### src/rtl/lcd_timing_pkg.sv
// lcd_timing_pkg: shared FSM state type, default panel timing and raster-size helpers
package lcd_timing_pkg;

    typedef enum logic [1:0] {ALIGN, RUN, FLUSH} lcd_state_e;

    localparam int DEF_CLK_DIV  = 2;
    localparam int DEF_H_SYNC   = 1;
    localparam int DEF_H_BACK   = 68;
    localparam int DEF_H_ACTIVE = 960;
    localparam int DEF_H_FRONT  = 91;
    localparam int DEF_V_SYNC   = 1;
    localparam int DEF_V_BACK   = 18;
    localparam int DEF_V_ACTIVE = 240;
    localparam int DEF_V_FRONT  = 3;

    function automatic int total_of(input int sync, input int back, input int active, input int front);
        return sync + back + active + front;
    endfunction

    // one spare bit so end-of-window bounds (== total) stay representable
    function automatic int width_of(input int n);
        return $clog2(n + 1);
    endfunction

endpackage

### src/rtl/lcd_dot_counter.sv
// lcd_dot_counter: free-running dot divider and h/v raster counters
//   clk, reset_n        : clock, async active-low reset
//   bnd_o               : last clk cycle of the current dot
//   dclk_next_o         : dot-clock level for the next clk cycle
//   h_next_o, v_next_o  : coordinates of the dot following the boundary
//   den_next_o          : next dot lies in the active window
//   is_fad_next_o       : next dot is the first active dot of the frame
//   is_lad_next_o       : next dot is the last active dot of the frame
//   is_lad_cur_o        : current dot is the last active dot of the frame
module lcd_dot_counter
    import lcd_timing_pkg::*;
#(
    parameter int CLK_DIV  = DEF_CLK_DIV,
    parameter int H_SYNC   = DEF_H_SYNC,
    parameter int H_BACK   = DEF_H_BACK,
    parameter int H_ACTIVE = DEF_H_ACTIVE,
    parameter int H_FRONT  = DEF_H_FRONT,
    parameter int V_SYNC   = DEF_V_SYNC,
    parameter int V_BACK   = DEF_V_BACK,
    parameter int V_ACTIVE = DEF_V_ACTIVE,
    parameter int V_FRONT  = DEF_V_FRONT,
    localparam int H_TOTAL = total_of(H_SYNC, H_BACK, H_ACTIVE, H_FRONT),
    localparam int V_TOTAL = total_of(V_SYNC, V_BACK, V_ACTIVE, V_FRONT),
    localparam int HW      = width_of(H_TOTAL),
    localparam int VW      = width_of(V_TOTAL)
) (
    input  logic          clk,
    input  logic          reset_n,
    output logic          bnd_o,
    output logic          dclk_next_o,
    output logic [HW-1:0] h_next_o,
    output logic [VW-1:0] v_next_o,
    output logic          den_next_o,
    output logic          is_fad_next_o,
    output logic          is_lad_next_o,
    output logic          is_lad_cur_o
);
    localparam int DW = width_of(2 * CLK_DIV);
    localparam logic [DW-1:0] DIV_LAST = DW'(2 * CLK_DIV - 1);
    localparam logic [DW-1:0] DIV_HALF = DW'(CLK_DIV);
    localparam logic [HW-1:0] H_LAST   = HW'(H_TOTAL - 1);
    localparam logic [VW-1:0] V_LAST   = VW'(V_TOTAL - 1);
    localparam logic [HW-1:0] H_DEN_B  = HW'(H_SYNC + H_BACK);
    localparam logic [HW-1:0] H_DEN_E  = HW'(H_SYNC + H_BACK + H_ACTIVE);
    localparam logic [HW-1:0] H_LAD    = HW'(H_SYNC + H_BACK + H_ACTIVE - 1);
    localparam logic [VW-1:0] V_DEN_B  = VW'(V_SYNC + V_BACK);
    localparam logic [VW-1:0] V_DEN_E  = VW'(V_SYNC + V_BACK + V_ACTIVE);
    localparam logic [VW-1:0] V_LAD    = VW'(V_SYNC + V_BACK + V_ACTIVE - 1);

    logic [DW-1:0] div_q, div_d;
    logic [HW-1:0] h_q;
    logic [VW-1:0] v_q;

    always_comb begin
        bnd_o         = div_q == DIV_LAST;
        div_d         = bnd_o ? '0 : div_q + DW'(1);
        h_next_o      = (h_q == H_LAST) ? '0 : h_q + HW'(1);
        v_next_o      = (h_q != H_LAST) ? v_q : (v_q == V_LAST) ? '0 : v_q + VW'(1);
        dclk_next_o   = div_d >= DIV_HALF;
        den_next_o    = h_next_o >= H_DEN_B && h_next_o < H_DEN_E && v_next_o >= V_DEN_B && v_next_o < V_DEN_E;
        is_fad_next_o = h_next_o == H_DEN_B && v_next_o == V_DEN_B;
        is_lad_next_o = h_next_o == H_LAD && v_next_o == V_LAD;
        is_lad_cur_o  = h_q == H_LAD && v_q == V_LAD;
    end

    always_ff @(posedge clk or negedge reset_n) begin
        if (!reset_n) begin
            div_q <= '0;
            h_q   <= '0;
            v_q   <= '0;
        end else begin
            div_q <= div_d;
            if (bnd_o) begin
                h_q <= h_next_o;
                v_q <= v_next_o;
            end
        end
    end

endmodule

### src/rtl/lcd_stream_timing_gen.sv
// lcd_stream_timing_gen: serial-RGB LCD raster generator fed by an 8-bit Avalon-ST byte stream
//   clk, reset_n                 : clock, async active-low reset
//   in_ready/in_valid/in_data    : byte stream handshake, one byte per active dot
//   in_startofpacket/endofpacket : frame delimiters, checked against FAD/LAD
//   clear_status                 : pulse clearing the sticky flags
//   lcd_dclk/hsync_n/vsync_n/den : panel timing, registered
//   lcd_data                     : panel byte, zero outside den or while not in sync
//   underflow, sync_err          : sticky error flags
module lcd_stream_timing_gen
    import lcd_timing_pkg::*;
#(
    parameter int CLK_DIV  = DEF_CLK_DIV,
    parameter int H_SYNC   = DEF_H_SYNC,
    parameter int H_BACK   = DEF_H_BACK,
    parameter int H_ACTIVE = DEF_H_ACTIVE,
    parameter int H_FRONT  = DEF_H_FRONT,
    parameter int V_SYNC   = DEF_V_SYNC,
    parameter int V_BACK   = DEF_V_BACK,
    parameter int V_ACTIVE = DEF_V_ACTIVE,
    parameter int V_FRONT  = DEF_V_FRONT
) (
    input  logic       clk,
    input  logic       reset_n,
    output logic       in_ready,
    input  logic       in_valid,
    input  logic [7:0] in_data,
    input  logic       in_startofpacket,
    input  logic       in_endofpacket,
    input  logic       clear_status,
    output logic       lcd_dclk,
    output logic       lcd_hsync_n,
    output logic       lcd_vsync_n,
    output logic       lcd_den,
    output logic [7:0] lcd_data,
    output logic       underflow,
    output logic       sync_err
);
    localparam int HW = width_of(total_of(H_SYNC, H_BACK, H_ACTIVE, H_FRONT));
    localparam int VW = width_of(total_of(V_SYNC, V_BACK, V_ACTIVE, V_FRONT));
    localparam logic [1:0] ST_ALIGN = ALIGN;
    localparam logic [1:0] ST_RUN   = RUN;
    localparam logic [1:0] ST_FLUSH = FLUSH;

    logic          bnd, dclk_next, den_next, is_fad_next, is_lad_next, is_lad_cur;
    logic [HW-1:0] h_next;
    logic [VW-1:0] v_next;
    logic [1:0]    state_q, state_d;
    logic          dclk_q, hsync_n_q, vsync_n_q, den_q, uf_q, uf_d, se_q, se_d;
    logic [7:0]    data_q, data_d;
    logic          xfer, run_dot, uf_set, se_set;

    lcd_dot_counter #(
        .CLK_DIV (CLK_DIV),
        .H_SYNC  (H_SYNC),
        .H_BACK  (H_BACK),
        .H_ACTIVE(H_ACTIVE),
        .H_FRONT (H_FRONT),
        .V_SYNC  (V_SYNC),
        .V_BACK  (V_BACK),
        .V_ACTIVE(V_ACTIVE),
        .V_FRONT (V_FRONT)
    ) u_cnt (
        .clk          (clk),
        .reset_n      (reset_n),
        .bnd_o        (bnd),
        .dclk_next_o  (dclk_next),
        .h_next_o     (h_next),
        .v_next_o     (v_next),
        .den_next_o   (den_next),
        .is_fad_next_o(is_fad_next),
        .is_lad_next_o(is_lad_next),
        .is_lad_cur_o (is_lad_cur)
    );

    always_comb begin
        // ALIGN swallows non-SOP bytes at any time but parks an SOP until the FAD boundary
        in_ready = reset_n && ((state_q == ST_ALIGN) ? in_valid && (!in_startofpacket || (bnd && is_fad_next))
                                                     : (state_q == ST_RUN) && bnd && den_next);
        xfer     = in_ready && in_valid;
        run_dot  = (state_q == ST_RUN) && bnd && den_next;
        uf_set   = run_dot && !in_valid;
        se_set   = run_dot && in_valid && ((in_startofpacket && !is_fad_next) || (in_endofpacket != is_lad_next));
        // discarded ALIGN bytes never reach the panel; only RUN bytes or the aligning SOP do
        data_d   = (xfer && (state_q == ST_RUN || in_startofpacket)) ? in_data : 8'h00;
        uf_d     = uf_set || (uf_q && !clear_status);
        se_d     = se_set || (se_q && !clear_status);
        state_d  = (state_q == ST_ALIGN && xfer && in_startofpacket) ? ST_RUN
                 : (uf_set || se_set) ? ST_FLUSH
                 : (state_q == ST_FLUSH && bnd && is_lad_cur) ? ST_ALIGN
                 : state_q;
    end

    always_ff @(posedge clk or negedge reset_n) begin
        if (!reset_n) begin
            state_q   <= ST_ALIGN;
            dclk_q    <= 1'b0;
            hsync_n_q <= 1'b1;
            vsync_n_q <= 1'b1;
            den_q     <= 1'b0;
            data_q    <= 8'h00;
            uf_q      <= 1'b0;
            se_q      <= 1'b0;
        end else begin
            state_q <= state_d;
            dclk_q  <= dclk_next;
            uf_q    <= uf_d;
            se_q    <= se_d;
            if (bnd) begin
                hsync_n_q <= h_next >= HW'(H_SYNC);
                vsync_n_q <= v_next >= VW'(V_SYNC);
                den_q     <= den_next;
                data_q    <= data_d;
            end
        end
    end

    assign lcd_dclk    = dclk_q;
    assign lcd_hsync_n = hsync_n_q;
    assign lcd_vsync_n = vsync_n_q;
    assign lcd_den     = den_q;
    assign lcd_data    = data_q;
    assign underflow   = uf_q;
    assign sync_err    = se_q;

endmodule

### config.mk
export PLATFORM = sky130hd
export DESIGN_NAME = lcd_stream_timing_gen
export DESIGN_NICKNAME = d
export VERILOG_FILES = /design/src/rtl/lcd_timing_pkg.sv /design/src/rtl/lcd_dot_counter.sv /design/src/rtl/lcd_stream_timing_gen.sv
export SDC_FILE = /design/constraint.sdc
export NUM_CORES = 1
export LEC_CHECK = 0
export ABC_AREA = 1
export BUFFER_PORTS_ARGS = -buffer_cell sky130_fd_sc_hd__buf_2
export CORE_ASPECT_RATIO = 1.4
export CORE_MARGIN = 4
export CORE_UTILIZATION = 55
export DETAILED_ROUTE_END_ITERATION = 16
export GPL_TIMING_DRIVEN = 0
export PLACE_DENSITY = 0.75
export SYNTH_ARGS = -nofsm -noshare
export SYNTH_HDL_FRONTEND = slang
export SYNTH_SLANG_ARGS = --single-unit
### constraint.sdc
create_clock -name clk -period 3.9 [get_ports clk]
set_input_delay 0.195 -clock clk [delete_from_list [all_inputs] [get_ports clk]]
set_output_delay 0.195 -clock clk [all_outputs]
set_load 0.01 [all_outputs]
Word-level counts from Yosys, hierarchy flattened
Cells that the tools add are included.
{"block": "word_totals", "register_bits": 39, "input_bits": 14, "output_inout_bits": 15, "elab_cells": 78}
{"block": "op_classes", "addsub": 3, "n_lt_le_gt_ge": 7, "n_eq_ne": 13, "mux": 9, "reduce_logical": 35}
{"operator": "$eq 11x11->1 const B", "count": 3}
{"operator": "$eq 9x9->1 const B", "count": 3}
{"operator": "$logic_and 1x1->1", "count": 23}
{"operator": "$mux 9", "count": 2}
{"operator": "$add 11x1->11 const B", "count": 1}
{"operator": "$eq 11x7->1 const B", "count": 1}
{"operator": "$ge 11x1->1 const B", "count": 1}
{"operator": "$ge 11x7->1 const B", "count": 1}
{"operator": "$lt 11x11->1 const B", "count": 1}
{"operator": "$mux 11", "count": 1}
{"operator": "$ne 11x11->1 const B", "count": 1}
{"operator": "$add 9x1->9 const B", "count": 1}
{"operator": "$eq 9x5->1 const B", "count": 1}
{"operator": "$ge 9x1->1 const B", "count": 1}
{"operator": "$ge 9x5->1 const B", "count": 1}
{"operator": "$lt 9x9->1 const B", "count": 1}
{"operator": "$mux 8", "count": 1}
{"operator": "$logic_or 1x1->1", "count": 6}
{"operator": "$mux 2", "count": 3}
{"operator": "$logic_not 1->1", "count": 4}
{"operator": "$add 3x1->3 const B", "count": 1}
{"operator": "$eq 3x2->1 const B", "count": 1}
{"operator": "$ge 3x2->1 const B", "count": 1}
{"operator": "$mux 3", "count": 1}
{"operator": "other kinds (6)", "count": 6}

Depth between registers and ports, before layout
{"block": "depth", "depth_word": 14, "depth_mapped": 19}

By module
From an unflattened synthesis, not the netlist that was laid out.
{"block": "hier_totals", "cells_unflattened": 387, "hier_area_um2": 2693.8}
{"module": "lcd_dot_counter", "n_inst": 1, "cells_each": 291, "area_each_um2": 1923.1, "seq_area_each_um2": 575.6}
{"module": "lcd_stream_timing_gen", "n_inst": 1, "cells_each": 96, "area_each_um2": 770.7, "seq_area_each_um2": 402.9}

Least setup slack after synthesis
Ideal clock, no wire load.
{"block": "synth_path", "path_type": "register to output", "startpoint": "register u_cnt.h_q[0]", "endpoint": "output port in_ready", "arrival_time_ns": 2.062, "required_ns": 3.705, "path_slack_ns": 1.643, "path_stages_with_launch": 13, "n_path_buf": 1, "path_cell_list": "dfrtp_1 > ha_1 > nand2_2 > nor2_4 > nand3_4 > buf_6 > nand2_2 > nand2_2 > nor2_4 > nand2_2 > o21bai_4 > nand4_4 > a21boi_0"}
{"block": "synth_between", "elab_chain_cells": 9, "elab_cells_between_ends": 21, "classes_between": "1 x add/sub; 4 x order compare; 4 x eq/ne; 3 x mux; 9 x reduce/logical"}
{"element": "start, declared", "line": "lcd_dot_counter.sv:51", "rtl": "logic [HW-1:0] h_q;"}
{"element": "start signal, assigned", "line": "lcd_dot_counter.sv:74", "rtl": "h_q <= h_next_o;"}
{"element": "$add 11x1->11, or another cell as far along", "line": "lcd_dot_counter.sv:57", "rtl": "h_next_o = (h_q == H_LAST) ? '0 : h_q + HW'(1);"}
{"element": "$mux 11 / $mux 9 (equally long branches)", "line": "lcd_dot_counter.sv:57, lcd_dot_counter.sv:58"}
{"element": "$ge 11x7->1, or another cell as far along", "line": "lcd_dot_counter.sv:60", "rtl": "den_next_o = h_next_o >= H_DEN_B && h_next_o < H_DEN_E && v_next_o >= V_DEN_B && v_next_o < V_DEN_E;"}
{"element": "$logic_and 1x1->1 (on tied branches)", "line": "lcd_dot_counter.sv:60, lcd_dot_counter.sv:61"}
{"element": "$logic_and 1x1->1 (on tied branches)", "line": "lcd_dot_counter.sv:60, lcd_stream_timing_gen.sv:77"}
{"element": "$logic_and 1x1->1 / $logic_or 1x1->1 (equally long branches)", "line": "lcd_dot_counter.sv:60, lcd_stream_timing_gen.sv:77"}
{"element": "$logic_and 1x1->1 (on tied branches)", "line": "lcd_stream_timing_gen.sv:78, lcd_stream_timing_gen.sv:77"}
{"element": "$mux 1 *", "line": "lcd_stream_timing_gen.sv:77", "rtl": "in_ready = reset_n && ((state_q == ST_ALIGN) ? in_valid && (!in_startofpacket || (bnd && is_fad_next))"}
{"element": "$logic_and 1x1->1 *", "line": "lcd_stream_timing_gen.sv:77"}
{"element": "end, declared", "line": "lcd_stream_timing_gen.sv:24", "rtl": "output logic in_ready,"}
Mark *: on every way between the ends. The rest lies on a longest branch, timed or not.

Final worst setup path
{"block": "layout_path", "startpoint": "register u_cnt.h_q[1]", "endpoint": "output port in_ready"}
Same word-level chain as after synthesis.

==> results_dict.tcl <==
set metrics [dict create \
    status "finished clean" \
    cts.repair.resized 0 \
    diodes 0 \
    grt_pass1_vias 2580 \
    p_clk_share_pct 44.5 \
    antenna_found_initial 0 \
    grt_max_degree 41 \
    netlist_area_mm2 0.00268 \
    final_antenna_net_count 0 \
    cp_slowest_cell "dfrtp_1" \
    fin_setup_tns_ns 0 \
    cp.depth 14 \
    path_cells "ha_1, nand2_2, nor2_4, nand3_4, inv_2, nand2_1, nand2_1, inv_2, nor2_1, nand2_1, o21bai_4, nand4_4, a21boi_0, buf_2" \
    busiest_layer "met2" \
    synth-seq-cells 39 \
    ios 29 \
    cts.path.max_buffers 2 \
    cp_data_arrival_time_ns 2.70 \
    period_minus_slack_ns 2.90 \
    peakVddDrop_mv 0.230 \
    drv_slew 0 \
    crit_top_cell "nand2_1" \
    critical_path_buf_inv_count 3 \
    critPathTopFamily "simple AND/OR/NAND/NOR gates" \
    power.density_mw_per_mm2 255 \
    netlist.area_leader.share_pct 34.5 \
    drive_gt1_share_pct 14.9 \
    cts-buffers-inserted 5 \
    grtUsageMet2_pct 44.3 \
    finalClockSkew_ns 0.00880 \
    vias_per_cell 5.28 \
    tightest_slew_ns 0.894 \
    rsz0062_at_grt "false" \
    drt_iter0_drc 181 \
    grt_pass1_wl_um 11500 \
    cts_sinks 39 \
    netSwitchingPower_w 0.000167 \
    synth_top_area_cell "dfrtp_1" \
    syn_avg_cell_area_um2 6.72 \
    synth_ff_type "dfrtp_1" \
    start_kind "register" \
    p_leak_nw 1.61 \
    gp_congestion 0.921 \
    power_w 0.000768 \
    areaGrowthSynthToFinish_pct 12.3 \
    overflow 0 \
    drt_pass1_iterations 5 \
    dieArea_mm2 0.00607 \
    worstHoldPathType "input port to asynchronous set/reset pin" \
    path_clk_slew_ns 0.08 \
    track_usage_pct 23.9 \
    clock_latency_ns 0.29 \
    dieHeight_um 90.6 \
    drc 0 \
    crit_required_ns 3.70 \
    cts_tree "yes" \
    hold_violations 0 \
    critical_path_class "register to output port" \
    synth.distinct_cells 34 \
    vias 2625 \
    hpwl_um 5020 \
    cp_max_fo 9 \
    pwr-share-comb_pct 2.9 \
    die_w_um 67.0 \
    syn-num-nets 420 \
    clock-root-buffer "clkbuf_8" \
    layout.nets 455 \
    port_buffers 28 \
    post-cts-setup-buffers 0 \
    internal-power_w 0.000601 \
    wl_per_cell_um 13.2 \
    core_area_mm2 0.00461 \
    fmax_ghz 0.345 \
    num_rows 29 \
    drt_wl_total_um 6590 \
    grt.met1_usage_pct 27.5 \
    min_period_over_period_pct 74.3 \
    yosys_warnings 0 \
    yosysMostFrequentCell "nand2_1" \
    start_util_pct 58.2 \
    htree_levels 2 \
    ys_async_sr_fraction_pct 100 \
    final-setup-viol-count 0 \
    seq_power_share_pct 52.6 \
    cts_hold_buf 0 \
    ys_seq_area_share_pct 36.5 \
    globalRouteMet3Util_pct 2.86 \
    endpoint_kind "output port" \
    synth_common_cells "134 x nand2_1, 52 x nor2_1, 47 x inv_1" \
    critPathMaxStageDelay_ns 0.44 \
    synth_cells 399 \
    synthTopCellsByArea "dfrtp_1 35%, nand2_1 19%, nor2_1 7.3%, inv_1 6.6%, o21ai_0 5.6%" \
    reg2regPathDepth 15 \
    synth_edf_count 0 \
    switching_share_pct 21.7 \
    slew_headroom_pct 40.4 \
    cap_violations 0 \
]
-- worst reg2reg max path: stages, from the launching register on --
cell and delay, ns:
dfrtp_1 0.44, ha_1 0.24, nand2_2 0.09, nor2_4 0.19, nand3_4 0.15, inv_2 0.19
nand2_1 0.07, nand2_1 0.13, inv_2 0.07, nor2_1 0.09, nand2_1 0.09, o21bai_4 0.15
nand4_4 0.16, nand2_4 0.14, nand4_1 0.11, nand2_1 0.09
-- worst paths after layout --
kind | endpoint | slack [ns] | from
worst max-delay path | in_ready | 1.00 | u_cnt.h_q[1]
worst min-delay path | u_cnt.h_q[3] | 0.02 | reset_n
worst max register to register | lcd_data[5] | 1.43 | u_cnt.h_q[1]
worst min register to register | u_cnt.div_q[0] | 0.44 | u_cnt.div_q[0]
max in group asynchronous | lcd_dclk | 3.32 | reset_n
min in group clk | underflow | 0.09 | clear_status
-- kinds of logic after synthesis --
kind of cell,after synthesis,share of synthesized area [%]
simple gates,248,41.9
buf+inv,60,8.73
compound gates,43,9.01
flops,39,36.5
fa+ha+maj,7,3.27
xor+xnor,2,0.653
-- layer usage --
| metal | share of wire [%] | vias up |
|---|---|---|
| met5 | 0 | - |
| met4 | 2.2 | 0 |
| li1 | - | 1331 |
| met2 | 54 | 44 |
| met3 | 3.1 | 14 |
| met1 | 41 | 1236 |
-- state kept, by name, summed over array words and instances, names as in the netlist --
| register | flops |
|---|---|
| u_cnt.h_q | 11 |
| u_cnt.v_q | 9 |
| lcd_data | 8 |
| u_cnt.div_q | 3 |
| state_q | 2 |
| lcd_dclk | 1 |
| lcd_den | 1 |
| lcd_hsync_n | 1 |
| lcd_vsync_n | 1 |
| sync_err | 1 |
| underflow | 1 |
-- stage by stage --
| stage | cells | setup slack (ns) | utilization, % | area (um^2) | hold WS, ns |
|---|---|---|---|---|---|
| floorplan | 399 | 1.64 | - | 2680 | -0.101 |
| global placement | 489 | 1.35 | 62.9 | 2900 | 0.369 |
| detailed placement | 489 | 1.34 | 62.9 | 2900 | 0.370 |
| CTS | 497 | 1.01 | 65.4 | 3010 | 0.0516 |
| global route | 497 | 0.678 | 65.4 | 3010 | 0.0894 |
| finish | 497 | 1.00 | 65.4 | 3010 | 0.0214 |
-- power by group through the flow --
stage | sequential [W] | clock, W | combinational, W
floorplan | 0.000412 | 0 | 0.00000619
global placement | 0.000412 | 0 | 0.0000228
detailed placement | 0.000412 | 0 | 0.0000231
CTS | 0.000404 | 0.000349 | 0.0000231
global route | 0.000404 | 0.000362 | 0.0000265
finish | 0.000404 | 0.000341 | 0.0000224
-- cells in the final DEF, fill, tap and decap left out, drive strengths merged, types with 3 or more instances in the layout --
cell type and instances:
inv 51, buf 30, nor3 3, dfrtp 37, o21ai 34, ha 7
a21oi 3, clkbuf 12, nand2 143, nand3 27, nor4 3, nand4 15
nor2 57
-- area by class of cell --
| class | count | area (um^2) |
|---|---|---|
| Buffer | 9 | 42.5 |
| Multi-Input combinational cell | 300 | 1470 |
| Fill cell | 441 | 1600 |
| Sequential cell | 39 | 978 |
| Timing Repair Buffer | 28 | 140 |
| Inverter | 51 | 191 |
| Clock inverter | 3 | 43.8 |
| Clock buffer | 5 | 68.8 |
| Tap cell | 62 | 77.6 |
Note: power is estimated with default switching activity, not from simulation.
